===== src/rtl/mem_arbiter_if.sv =====
// Bus bundle between the two requesters, the arbiter and mem_system.
// slave = arbiter side, master = requesters plus memory side.
interface mem_arbiter_if #(
    parameter int ADDR_W = 16,
    parameter int DATA_W = 16
);
    logic              i_req;
    logic [ADDR_W-1:0] i_addr;
    logic              i_done;
    logic [DATA_W-1:0] i_rdata;
    logic              d_req;
    logic              d_wr;
    logic [ADDR_W-1:0] d_addr;
    logic [DATA_W-1:0] d_wdata;
    logic              d_done;
    logic [DATA_W-1:0] d_rdata;
    logic              hit;
    logic              err;
    logic [ADDR_W-1:0] mem_addr;
    logic [DATA_W-1:0] mem_wdata;
    logic              mem_rd;
    logic              mem_wr;
    logic [DATA_W-1:0] mem_rdata;
    logic              mem_done;
    logic              mem_stall;
    logic              mem_hit;
    logic              mem_err;

    modport slave (
        input  i_req, i_addr, d_req, d_wr, d_addr, d_wdata,
        input  mem_rdata, mem_done, mem_stall, mem_hit, mem_err,
        output i_done, i_rdata, d_done, d_rdata, hit, err,
        output mem_addr, mem_wdata, mem_rd, mem_wr
    );

    modport master (
        output i_req, i_addr, d_req, d_wr, d_addr, d_wdata,
        output mem_rdata, mem_done, mem_stall, mem_hit, mem_err,
        input  i_done, i_rdata, d_done, d_rdata, hit, err,
        input  mem_addr, mem_wdata, mem_rd, mem_wr
    );
endinterface


===== src/rtl/mem_arbiter.sv =====
// Two-port (fetch/data) arbiter in front of one mem_system, with watchdog.
// MEM_ARB_RR_EN: round-robin on ties; undefined gives D fixed priority.
module mem_arbiter #(
    parameter int ADDR_W  = 16,
    parameter int DATA_W  = 16,
    parameter int TIMEOUT = 64
) (
    input logic         clk,
    input logic         rst,
    mem_arbiter_if.slave bus
);
    localparam logic [1:0] S_IDLE  = 2'd0;
    localparam logic [1:0] S_ISSUE = 2'd1;
    localparam logic [1:0] S_WAIT  = 2'd2;
    localparam logic [1:0] S_RESP  = 2'd3;

    localparam int TW = (TIMEOUT > 0) ? $clog2(TIMEOUT + 1) : 1;
    localparam logic [TW-1:0] T_LAST = (TIMEOUT > 0) ? TW'(TIMEOUT - 1) : '0;
    localparam logic [TW-1:0] T_MAX  = '1;

    logic [1:0]        state_q, state_d;
    logic              owner_q, owner_d;
    logic              wr_q, wr_d;
    logic [ADDR_W-1:0] addr_q, addr_d;
    logic [DATA_W-1:0] wdata_q, wdata_d;
    logic [TW-1:0]     timer_q, timer_d;
    logic [DATA_W-1:0] rdata_q, rdata_d;
    logic              hit_q, hit_d;
    logic              err_q, err_d;
    logic              pick_d;
    logic              resp;
    logic              unused_stall;

`ifdef MEM_ARB_RR_EN
    logic              last_q, last_d;
`endif

    assign unused_stall = bus.mem_stall;

    // Next-state, operand latching and watchdog timing.
    always_comb begin
        state_d = state_q;
        owner_d = owner_q;
        wr_d    = wr_q;
        addr_d  = addr_q;
        wdata_d = wdata_q;
        timer_d = timer_q;
        rdata_d = rdata_q;
        hit_d   = hit_q;
        err_d   = err_q;
        pick_d  = bus.d_req;
`ifdef MEM_ARB_RR_EN
        last_d  = last_q;
        if (bus.i_req && bus.d_req) begin
            pick_d = ~last_q;
        end
`endif
        unique case (state_q)
            S_IDLE: begin
                if (bus.i_req || bus.d_req) begin
                    owner_d = pick_d;
`ifdef MEM_ARB_RR_EN
                    last_d  = pick_d;
`endif
                    addr_d  = pick_d ? bus.d_addr : bus.i_addr;
                    wdata_d = pick_d ? bus.d_wdata : wdata_q;
                    wr_d    = pick_d & bus.d_wr;
                    state_d = S_ISSUE;
                end
            end
            S_ISSUE: begin
                timer_d = '0;
                state_d = S_WAIT;
            end
            S_WAIT: begin
                if (timer_q != T_MAX) begin
                    timer_d = timer_q + TW'(1);
                end
                if (bus.mem_done) begin
                    rdata_d = bus.mem_rdata;
                    hit_d   = bus.mem_hit;
                    err_d   = bus.mem_err;
                    state_d = S_RESP;
                end else if (TIMEOUT != 0 && timer_q == T_LAST) begin
                    rdata_d = '0;
                    hit_d   = 1'b0;
                    err_d   = 1'b1;
                    state_d = S_RESP;
                end
            end
            S_RESP: begin
                state_d = S_IDLE;
            end
            default: begin
                state_d = S_IDLE;
            end
        endcase
    end

    // Transaction state; reset drops any in-flight access without a done.
    always_ff @(posedge clk or posedge rst) begin
        if (rst) begin
            state_q <= S_IDLE;
            owner_q <= 1'b1;
            wr_q    <= 1'b0;
            addr_q  <= '0;
            wdata_q <= '0;
            timer_q <= '0;
            rdata_q <= '0;
            hit_q   <= 1'b0;
            err_q   <= 1'b0;
        end else begin
            state_q <= state_d;
            owner_q <= owner_d;
            wr_q    <= wr_d;
            addr_q  <= addr_d;
            wdata_q <= wdata_d;
            timer_q <= timer_d;
            rdata_q <= rdata_d;
            hit_q   <= hit_d;
            err_q   <= err_d;
        end
    end

`ifdef MEM_ARB_RR_EN
    // Last granted port, 0 = fetch; starts at fetch so D wins the first tie.
    always_ff @(posedge clk or posedge rst) begin
        if (rst) begin
            last_q <= 1'b0;
        end else begin
            last_q <= last_d;
        end
    end
`endif

    assign resp          = (state_q == S_RESP);
    assign bus.mem_addr  = addr_q;
    assign bus.mem_wdata = wdata_q;
    assign bus.mem_rd    = (state_q == S_ISSUE) & ~wr_q;
    assign bus.mem_wr    = (state_q == S_ISSUE) & wr_q;
    assign bus.i_done    = resp & ~owner_q;
    assign bus.d_done    = resp & owner_q;
    assign bus.i_rdata   = bus.i_done ? rdata_q : '0;
    assign bus.d_rdata   = bus.d_done ? rdata_q : '0;
    assign bus.hit       = resp & hit_q;
    assign bus.err       = resp & err_q;
endmodule

===== src/flat_wrapper.sv =====
// flat-port wrapper written by rule: the top's interface ports become plain ports
module mem_arbiter_flat 
#(
    parameter int ADDR_W  = 16,
    parameter int DATA_W  = 16,
    parameter int TIMEOUT = 64
)
  (clk, rst, bus_i_req, bus_i_addr, bus_d_req, bus_d_wr, bus_d_addr, bus_d_wdata, bus_mem_rdata, bus_mem_done, bus_mem_stall, bus_mem_hit, bus_mem_err, bus_i_done, bus_i_rdata, bus_d_done, bus_d_rdata, bus_hit, bus_err, bus_mem_addr, bus_mem_wdata, bus_mem_rd, bus_mem_wr);
  mem_arbiter_if #(.ADDR_W(ADDR_W), .DATA_W(DATA_W)) bus_i ();
  input logic clk;
  input logic rst;
  input wire logic [$bits(bus_i.i_req)-1:0] bus_i_req;
  input wire logic [$bits(bus_i.i_addr)-1:0] bus_i_addr;
  input wire logic [$bits(bus_i.d_req)-1:0] bus_d_req;
  input wire logic [$bits(bus_i.d_wr)-1:0] bus_d_wr;
  input wire logic [$bits(bus_i.d_addr)-1:0] bus_d_addr;
  input wire logic [$bits(bus_i.d_wdata)-1:0] bus_d_wdata;
  input wire logic [$bits(bus_i.mem_rdata)-1:0] bus_mem_rdata;
  input wire logic [$bits(bus_i.mem_done)-1:0] bus_mem_done;
  input wire logic [$bits(bus_i.mem_stall)-1:0] bus_mem_stall;
  input wire logic [$bits(bus_i.mem_hit)-1:0] bus_mem_hit;
  input wire logic [$bits(bus_i.mem_err)-1:0] bus_mem_err;
  output wire logic [$bits(bus_i.i_done)-1:0] bus_i_done;
  output wire logic [$bits(bus_i.i_rdata)-1:0] bus_i_rdata;
  output wire logic [$bits(bus_i.d_done)-1:0] bus_d_done;
  output wire logic [$bits(bus_i.d_rdata)-1:0] bus_d_rdata;
  output wire logic [$bits(bus_i.hit)-1:0] bus_hit;
  output wire logic [$bits(bus_i.err)-1:0] bus_err;
  output wire logic [$bits(bus_i.mem_addr)-1:0] bus_mem_addr;
  output wire logic [$bits(bus_i.mem_wdata)-1:0] bus_mem_wdata;
  output wire logic [$bits(bus_i.mem_rd)-1:0] bus_mem_rd;
  output wire logic [$bits(bus_i.mem_wr)-1:0] bus_mem_wr;
  assign bus_i.i_req = bus_i_req;
  assign bus_i.i_addr = bus_i_addr;
  assign bus_i.d_req = bus_d_req;
  assign bus_i.d_wr = bus_d_wr;
  assign bus_i.d_addr = bus_d_addr;
  assign bus_i.d_wdata = bus_d_wdata;
  assign bus_i.mem_rdata = bus_mem_rdata;
  assign bus_i.mem_done = bus_mem_done;
  assign bus_i.mem_stall = bus_mem_stall;
  assign bus_i.mem_hit = bus_mem_hit;
  assign bus_i.mem_err = bus_mem_err;
  assign bus_i_done = bus_i.i_done;
  assign bus_i_rdata = bus_i.i_rdata;
  assign bus_d_done = bus_i.d_done;
  assign bus_d_rdata = bus_i.d_rdata;
  assign bus_hit = bus_i.hit;
  assign bus_err = bus_i.err;
  assign bus_mem_addr = bus_i.mem_addr;
  assign bus_mem_wdata = bus_i.mem_wdata;
  assign bus_mem_rd = bus_i.mem_rd;
  assign bus_mem_wr = bus_i.mem_wr;
  mem_arbiter #(.ADDR_W(ADDR_W), .DATA_W(DATA_W), .TIMEOUT(TIMEOUT)) u_core (.clk(clk), .rst(rst), .bus(bus_i));
endmodule

===== config.mk =====
export PLATFORM = sky130hd
export DESIGN_NAME = mem_arbiter_flat
export DESIGN_NICKNAME = d
export VERILOG_FILES = /design/src/rtl/mem_arbiter_if.sv /design/src/rtl/mem_arbiter.sv /design/src/flat_wrapper.sv
export SDC_FILE = /design/constraint.sdc
export NUM_CORES = 1
export LEC_CHECK = 0
export CAP_MARGIN = 20
export CORE_MARGIN = 5
export CORE_UTILIZATION = 41
export CTS_BUF_LIST = sky130_fd_sc_hd__clkbuf_8
export DETAILED_ROUTE_END_ITERATION = 7
export HOLD_SLACK_MARGIN = 0.15
export PLACE_DENSITY_LB_ADDON = 0.05
export SLEW_MARGIN = 30
export SYNTH_ARGS = -nofsm -noshare
export SYNTH_HDL_FRONTEND = slang
export SYNTH_SLANG_ARGS = --single-unit

===== constraint.sdc =====
create_clock -name clk -period 1.9 [get_ports clk]
set_input_delay 0.285 -clock clk [delete_from_list [all_inputs] [get_ports clk]]
set_output_delay 0.285 -clock clk [all_outputs]
set_load 0.05 [all_outputs]

==> qor.yml, run 1 <==
final.period_utilization_pct: 96.4
dr.first_iter.drc_count: 70
crit_required_ns: 1.62
cpLargestDelayFamily: "buffers and inverters"
numCtsBuffers: 9
syn_area_um2: 2840
firstDrtPassIters: 4
hold_class: "primary input to asynchronous set/reset pin"
ys_seq_area_share_pct: 53.9
synth_seq_cells: 61
synth.area.top_cells: "dfrtp_1, mux2_2, mux2i_1, a22o_1, and2_1"
r2r_cells: 5
drc: 0
io_buffer_count: 141
ir_drop_v: 0.00125
clk_latency_ns: 0.33
status: "completed"
grt_usage_pct: 18.6
avgSynthCellArea_um2: 11.5
final-hold-violation-count: 0
setup.worst_path.start_class: "flip-flop"
synth_fp_nets: 324
cp_data_arrival_time_ns: 1.55
path_cells: "clkdlybuf4s50_1"
final_design_area_no_fill_um2: 5090
grtUsageMet2_pct: 30.7
drt.antenna.violating_nets: 0
path_clk_slew_ns: 0.08
finalCriticalPeriod_ns: 1.83
synth-edff-count: 0
core-area_um2: 6760
finalSetupTns_ns: 0
global_route.usage.met1_pct: 22.4
synth-main-ff-cell: "dfrtp_1"
crit_cells: 1
tightest_slew_ns: 0.546
overflow: 0
wl_per_cell_um: 16.3
ys_types: 33
final_nets: 476
synthCells: 246
gp_congestion: 0.807
io_pins: 143
place_area_um2: 4800
rsz0062_at_grt: "no"
top_usage_layer: "met2"
grt_max_degree: 35
fillers: 477
fp.dieArea_um2: 8680
cellPowerDensity_nw_per_um2: 1710
yosys_warnings: 0
cts_max_path_buffers: 2
grt_first_pass_wirelength_um: 12700
yosysTopAreaCell: "dfrtp_1"
crit_type: "flip-flop to primary output"
leakage_nw: 2.28
vias_per_cell: 5.04
rows: 30
cp_slowest_cell: "clkdlybuf4s50_1"
cts_hold_buffers: 0
drive_above_1_share_pct: 26.3
path_max_fanout: 2
fmaxAchievable_mhz: 546
final_util_pct: 75.4
start_util_pct: 42.0
drt-total-wl_um: 7860
max_stage_delay_ns: 0.84
grt_pass1_vias: 2534
synthToLayoutAreaGrowth_pct: 79.5
multi_input_area_um2: 1250
critPathCaptureType: "primary output"
setup_viol_count_final: 0
finalPower_mw: 8.72
skew_ns: 0.00867
path_buf_inv: 1
via_count: 2436
cts_tree: "built"
async_flop_share_pct: 100
fin_cells: 483
grtUsageMet3_pct: 6.36
hpwl_um: 6030
htreeDepth: 3
cts-root-buf: "clkbuf_8"
slew_violations: 0
antenna_found_initial: 0
fp.dieW_um: 93.2
slew_headroom_pct: 63.5
synth_commonest_cells: "dfrtp_1, nand2_1, and2_1"
diodes: 0
maxCapViolCount: 0
die_h_um: 93.2
clock-sinks: 61
synth.most_common_cell: "dfrtp_1"
dp.cells: 465
yosysTopAreaCellShare_pct: 52.9
seq_area_um2: 1530
[repair_timing]
item / in CTS / in global routing
resized for setup: 2 / 3
setup endpoints to repair: 17 / 2
setup buffers: 2 / 0
endpoints found under the hold margin: 0 / 0
[layout by cell type, fill, tap and decap left out, types with 2 or more instances in the layout]
cell	synthesis	routed
a21oi_1	3	3
a22o_1	18	18
a311oi_1	3	3
a41oi_1	2	2
and2_1	21	12
and2_2	0	9
and3_1	16	16
buf_12	0	42
buf_4	1	10
bufinv_16	0	3
clkbuf_8	0	9
clkdlybuf4s50_1	0	103
clkinv_4	0	3
dfrtp_1	60	60
ha_1	5	3
ha_2	0	2
inv_1	6	5
mux2_2	17	17
mux2i_1	16	16
nand2_1	24	24
nor2_1	2	2
nor2b_1	4	2
nor3_1	2	2
o21ai_0	20	20
[per-layer routing]
layer | part of all wire [%] | routed length (um)
met5 | 0 | 0
met4 | 2.0 | 156
met3 | 8.6 | 677
met2 | 50 | 3920
met1 | 40 | 3110
[flip-flops by register name, summed over array words and instances, names as in the netlist]
name and flops:
u_core.timer_q 7, u_core.bus.mem_wdata 16, u_core.rdata_q 16, u_core.err_q 1
u_core.hit_q 1, u_core.bus.mem_addr 16, u_core.wr_q 1, u_core.state_q 2
u_core.owner_q 1
[final cells by class]
type / instances / area share (%)
repair buffers: 155 / 38.2
flip-flops and latches: 61 / 30.0
multi-input cells: 165 / 24.5
clock buffers: 9 / 2.43
clock inverters: 7 / 2.43
well taps: 80 / 1.97
inverters: 6 / 0.442
[cells by family (layout without fill, tap and decap cells)]
| logic type | after synthesis | after routing | share of synthesized area, % |
|---|---|---|---|
| adders and majority gates | 5 | 5 | 2.21 |
| AOI/OAI and AO/OA | 53 | 53 | 13.7 |
| buffers and inverters | 20 | 177 | 3.22 |
| and+or+nand+nor | 74 | 74 | 14.6 |
| DFF | 61 | 61 | 53.9 |
| muxes | 33 | 33 | 12.4 |
[final timing paths]
check                                                       to  slack, ns                            startpoint
min in group clk            u_core.bus.mem_addr[3]$_DFFE_PP0P_       0.48    u_core.bus.mem_addr[3]$_DFFE_PP0P_
max reg2reg                      u_core.state_q[1]$_DFFE_PP0P_       0.17         u_core.timer_q[0]$_DFFE_PP0P_
max in group asynchronous        u_core.timer_q[6]$_DFFE_PP0P_       1.10                                   rst
min                        u_core.bus.mem_wdata[8]$_DFFE_PP0P_       0.28                                   rst
min reg2reg                 u_core.bus.mem_addr[3]$_DFFE_PP0P_       0.48    u_core.bus.mem_addr[3]$_DFFE_PP0P_
max                                          bus_mem_wdata[12]       0.07  u_core.bus.mem_wdata[12]$_DFFE_PP0P_
[per-stage QoR]
stage,setup WS [ns],hold slack (ns)
floorplan,0.0876,0.425
global placement,-0.0647,0.460
detailed placement,-0.216,0.470
CTS,0.00317,0.291
global route,0.00904,0.334
finish,0.0689,0.282
[where the power goes]
group	leakage [nW]	total, mW	switching, mW	internal [mW]
registers	0.752	2.26	0.362	1.90
logic	1.41	5.04	2.93	2.11
clock network	0.120	1.42	0.541	0.878
No activity file was read; power rests on OpenSTA's default activity.
==> inputs of run 2 (changes only) <==
--- a/config.mk
+++ b/config.mk
@@ -7,8 +7,7 @@
 export LEC_CHECK = 0
 export CAP_MARGIN = 20
 export CORE_MARGIN = 5
-export CORE_UTILIZATION = 41
-export CTS_BUF_LIST = sky130_fd_sc_hd__clkbuf_8
+export CORE_UTILIZATION = 40
 export DETAILED_ROUTE_END_ITERATION = 7
 export HOLD_SLACK_MARGIN = 0.15
 export PLACE_DENSITY_LB_ADDON = 0.05
==> run 2 against run 1 <==
Compared with the run above: worst hold slack worse by 0.032 ns; flip-flop and latch count is the same; fmax shrank 0.62%; clock skew rose by 0.00061 ns; largest power group unchanged; clock-buffer cell count did not move; setup slack worse by 0.011 ns; cell count rose by 3.3%; total power is 1.6% higher; combinational power about the same; non-clock buffer count is the same.
==> qor.yml, run 2 (synthesized netlist as in run 1, its figures left out) <==
fmaxAchievable_mhz: 543
setup_viol_count_final: 0
dr.first_iter.drc_count: 108
final_common_cell: "clkdlybuf4s50_1"
path_cells: "ha_1 > nor2b_4 > buf_12 > and2_2 > buf_12"
clock-sinks: 61
cts_max_path_buffers: 2
grt_usage_pct: 18.7
core-area_um2: 6830
final_nets: 476
path_max_fanout: 17
final-hold-violation-count: 0
cp_slowest_cell: "dfrtp_1"
clk_latency_ns: 0.34
leakage_nw: 2.29
synthToLayoutAreaGrowth_pct: 80.5
maxCapViolCount: 0
htreeDepth: 3
firstDrtPassIters: 4
fillers: 480
drt.antenna.violating_nets: 0
setup.worst_path.start_class: "flip-flop"
gp_congestion: 0.765
start_util_pct: 41.5
diodes: 0
slew_headroom_pct: 64.0
path_clk_slew_ns: 0.07
finalCriticalPeriod_ns: 1.84
cellPowerDensity_nw_per_um2: 1730
skew_ns: 0.00928
crit_required_ns: 1.62
grt_pass1_vias: 2535
numCtsBuffers: 9
ir_drop_v: 0.00118
rows: 30
cpLargestDelayFamily: "flip-flops"
grt_first_pass_wirelength_um: 12700
place_area_um2: 4810
final.period_utilization_pct: 97.0
antenna_found_initial: 0
overflow: 0
cp_data_arrival_time_ns: 1.56
drc: 0
final_design_area_no_fill_um2: 5120
fp.dieW_um: 94.2
wl_per_cell_um: 16.2
cts-root-buf: "clkbuf_8"
most-common-layout-cells: "clkdlybuf4s50_1, dfrtp_1, buf_12, nand2_1, o21ai_0"
io_pins: 143
critPathCaptureType: "primary output"
drive_above_1_share_pct: 26.1
hpwl_um: 6120
hold_class: "primary input to asynchronous set/reset pin"
io_buffer_count: 141
path_buf_inv: 2
status: "completed"
drt-total-wl_um: 8100
slew_violations: 0
final_util_pct: 74.9
finalSetupTns_ns: 0
rsz0062_at_grt: "no"
whs_ns: 0.250
cts_tree: "built"
fp.dieArea_um2: 8880
die_h_um: 94.2
crit_top_cell: "buf_12"
tightest_slew_ns: 0.538
via_count: 2461
vias_per_cell: 4.93
crit_type: "flip-flop to primary output"
finalPower_mw: 8.87
max_stage_delay_ns: 0.38
grt_max_degree: 35
-- run 2: layer usage --
metal / GRT usage, % / vias up / wire [um]
li1: - / 1181 / -
met1: 22.2 / 1166 / 3250
met2: 31.1 / 100 / 4000
met3: 7.37 / 14 / 718
met4: 6.02 / 0 / 134
met5: 0 / - / 0
-- run 2: cell type report --
type,count,area [um2],share of cell area [%]
Sequential cell,61,1530,29.8
Clock buffer,9,124,2.42
Inverter,6,22.5,0.440
Multi-Input combinational cell,165,1240,24.3
Timing Repair Buffer,155,1930,37.8
Tap cell,96,120,2.35
Clock inverter,7,146,2.86
-- run 2: path summary, 6_finish.rpt --
path / cells after the start / endpoint / start / slack (ns)
setup / recovery: 5 / bus_i_rdata[11] / u_core.state_q[0]$_DFFE_PP0P_ / 0.06
hold / removal: 2 / u_core.rdata_q[5]$_DFFE_PP0P_ / rst / 0.25
setup reg to reg: 5 / u_core.state_q[1]$_DFFE_PP0P_ / u_core.timer_q[0]$_DFFE_PP0P_ / 0.17
hold reg to reg: 2 / u_core.bus.mem_addr[9]$_DFFE_PP0P_ / u_core.bus.mem_addr[9]$_DFFE_PP0P_ / 0.48
max in group asynchronous: 3 / u_core.owner_q$_DFFE_PP1P_ / rst / 1.06
min in group clk: 2 / u_core.bus.mem_addr[9]$_DFFE_PP0P_ / u_core.bus.mem_addr[9]$_DFFE_PP0P_ / 0.48
-- run 2: per-stage QoR --
stage          worst slack (ns)  cells
2_1_floorplan            0.0876    246
3_3_place_gp            -0.0726    481
3_5_place_dp             -0.139    481
4_1_cts                  0.0141    499
5_1_grt                 0.00189    499
6_report                 0.0574    499
-- run 2: power by group --
part	leakage, nW	total (mW)	switching, mW	internal (mW)
Sequential	0.752	2.25	0.352	1.90
Combinational	1.40	5.06	2.95	2.10
Clock	0.134	1.55	0.542	1.01
-- run 2: what timing repair did --
| action | 4_1_cts | 5_1_grt |
|---|---|---|
| setup buffers | 2 | 0 |
| hold endpoints to repair | 0 | 0 |
| resized for setup | 2 | 2 |
| setup endpoints to repair | 17 | 1 |
| gates cloned | 0 | 0 |
| hold buffers | 0 | 0 |
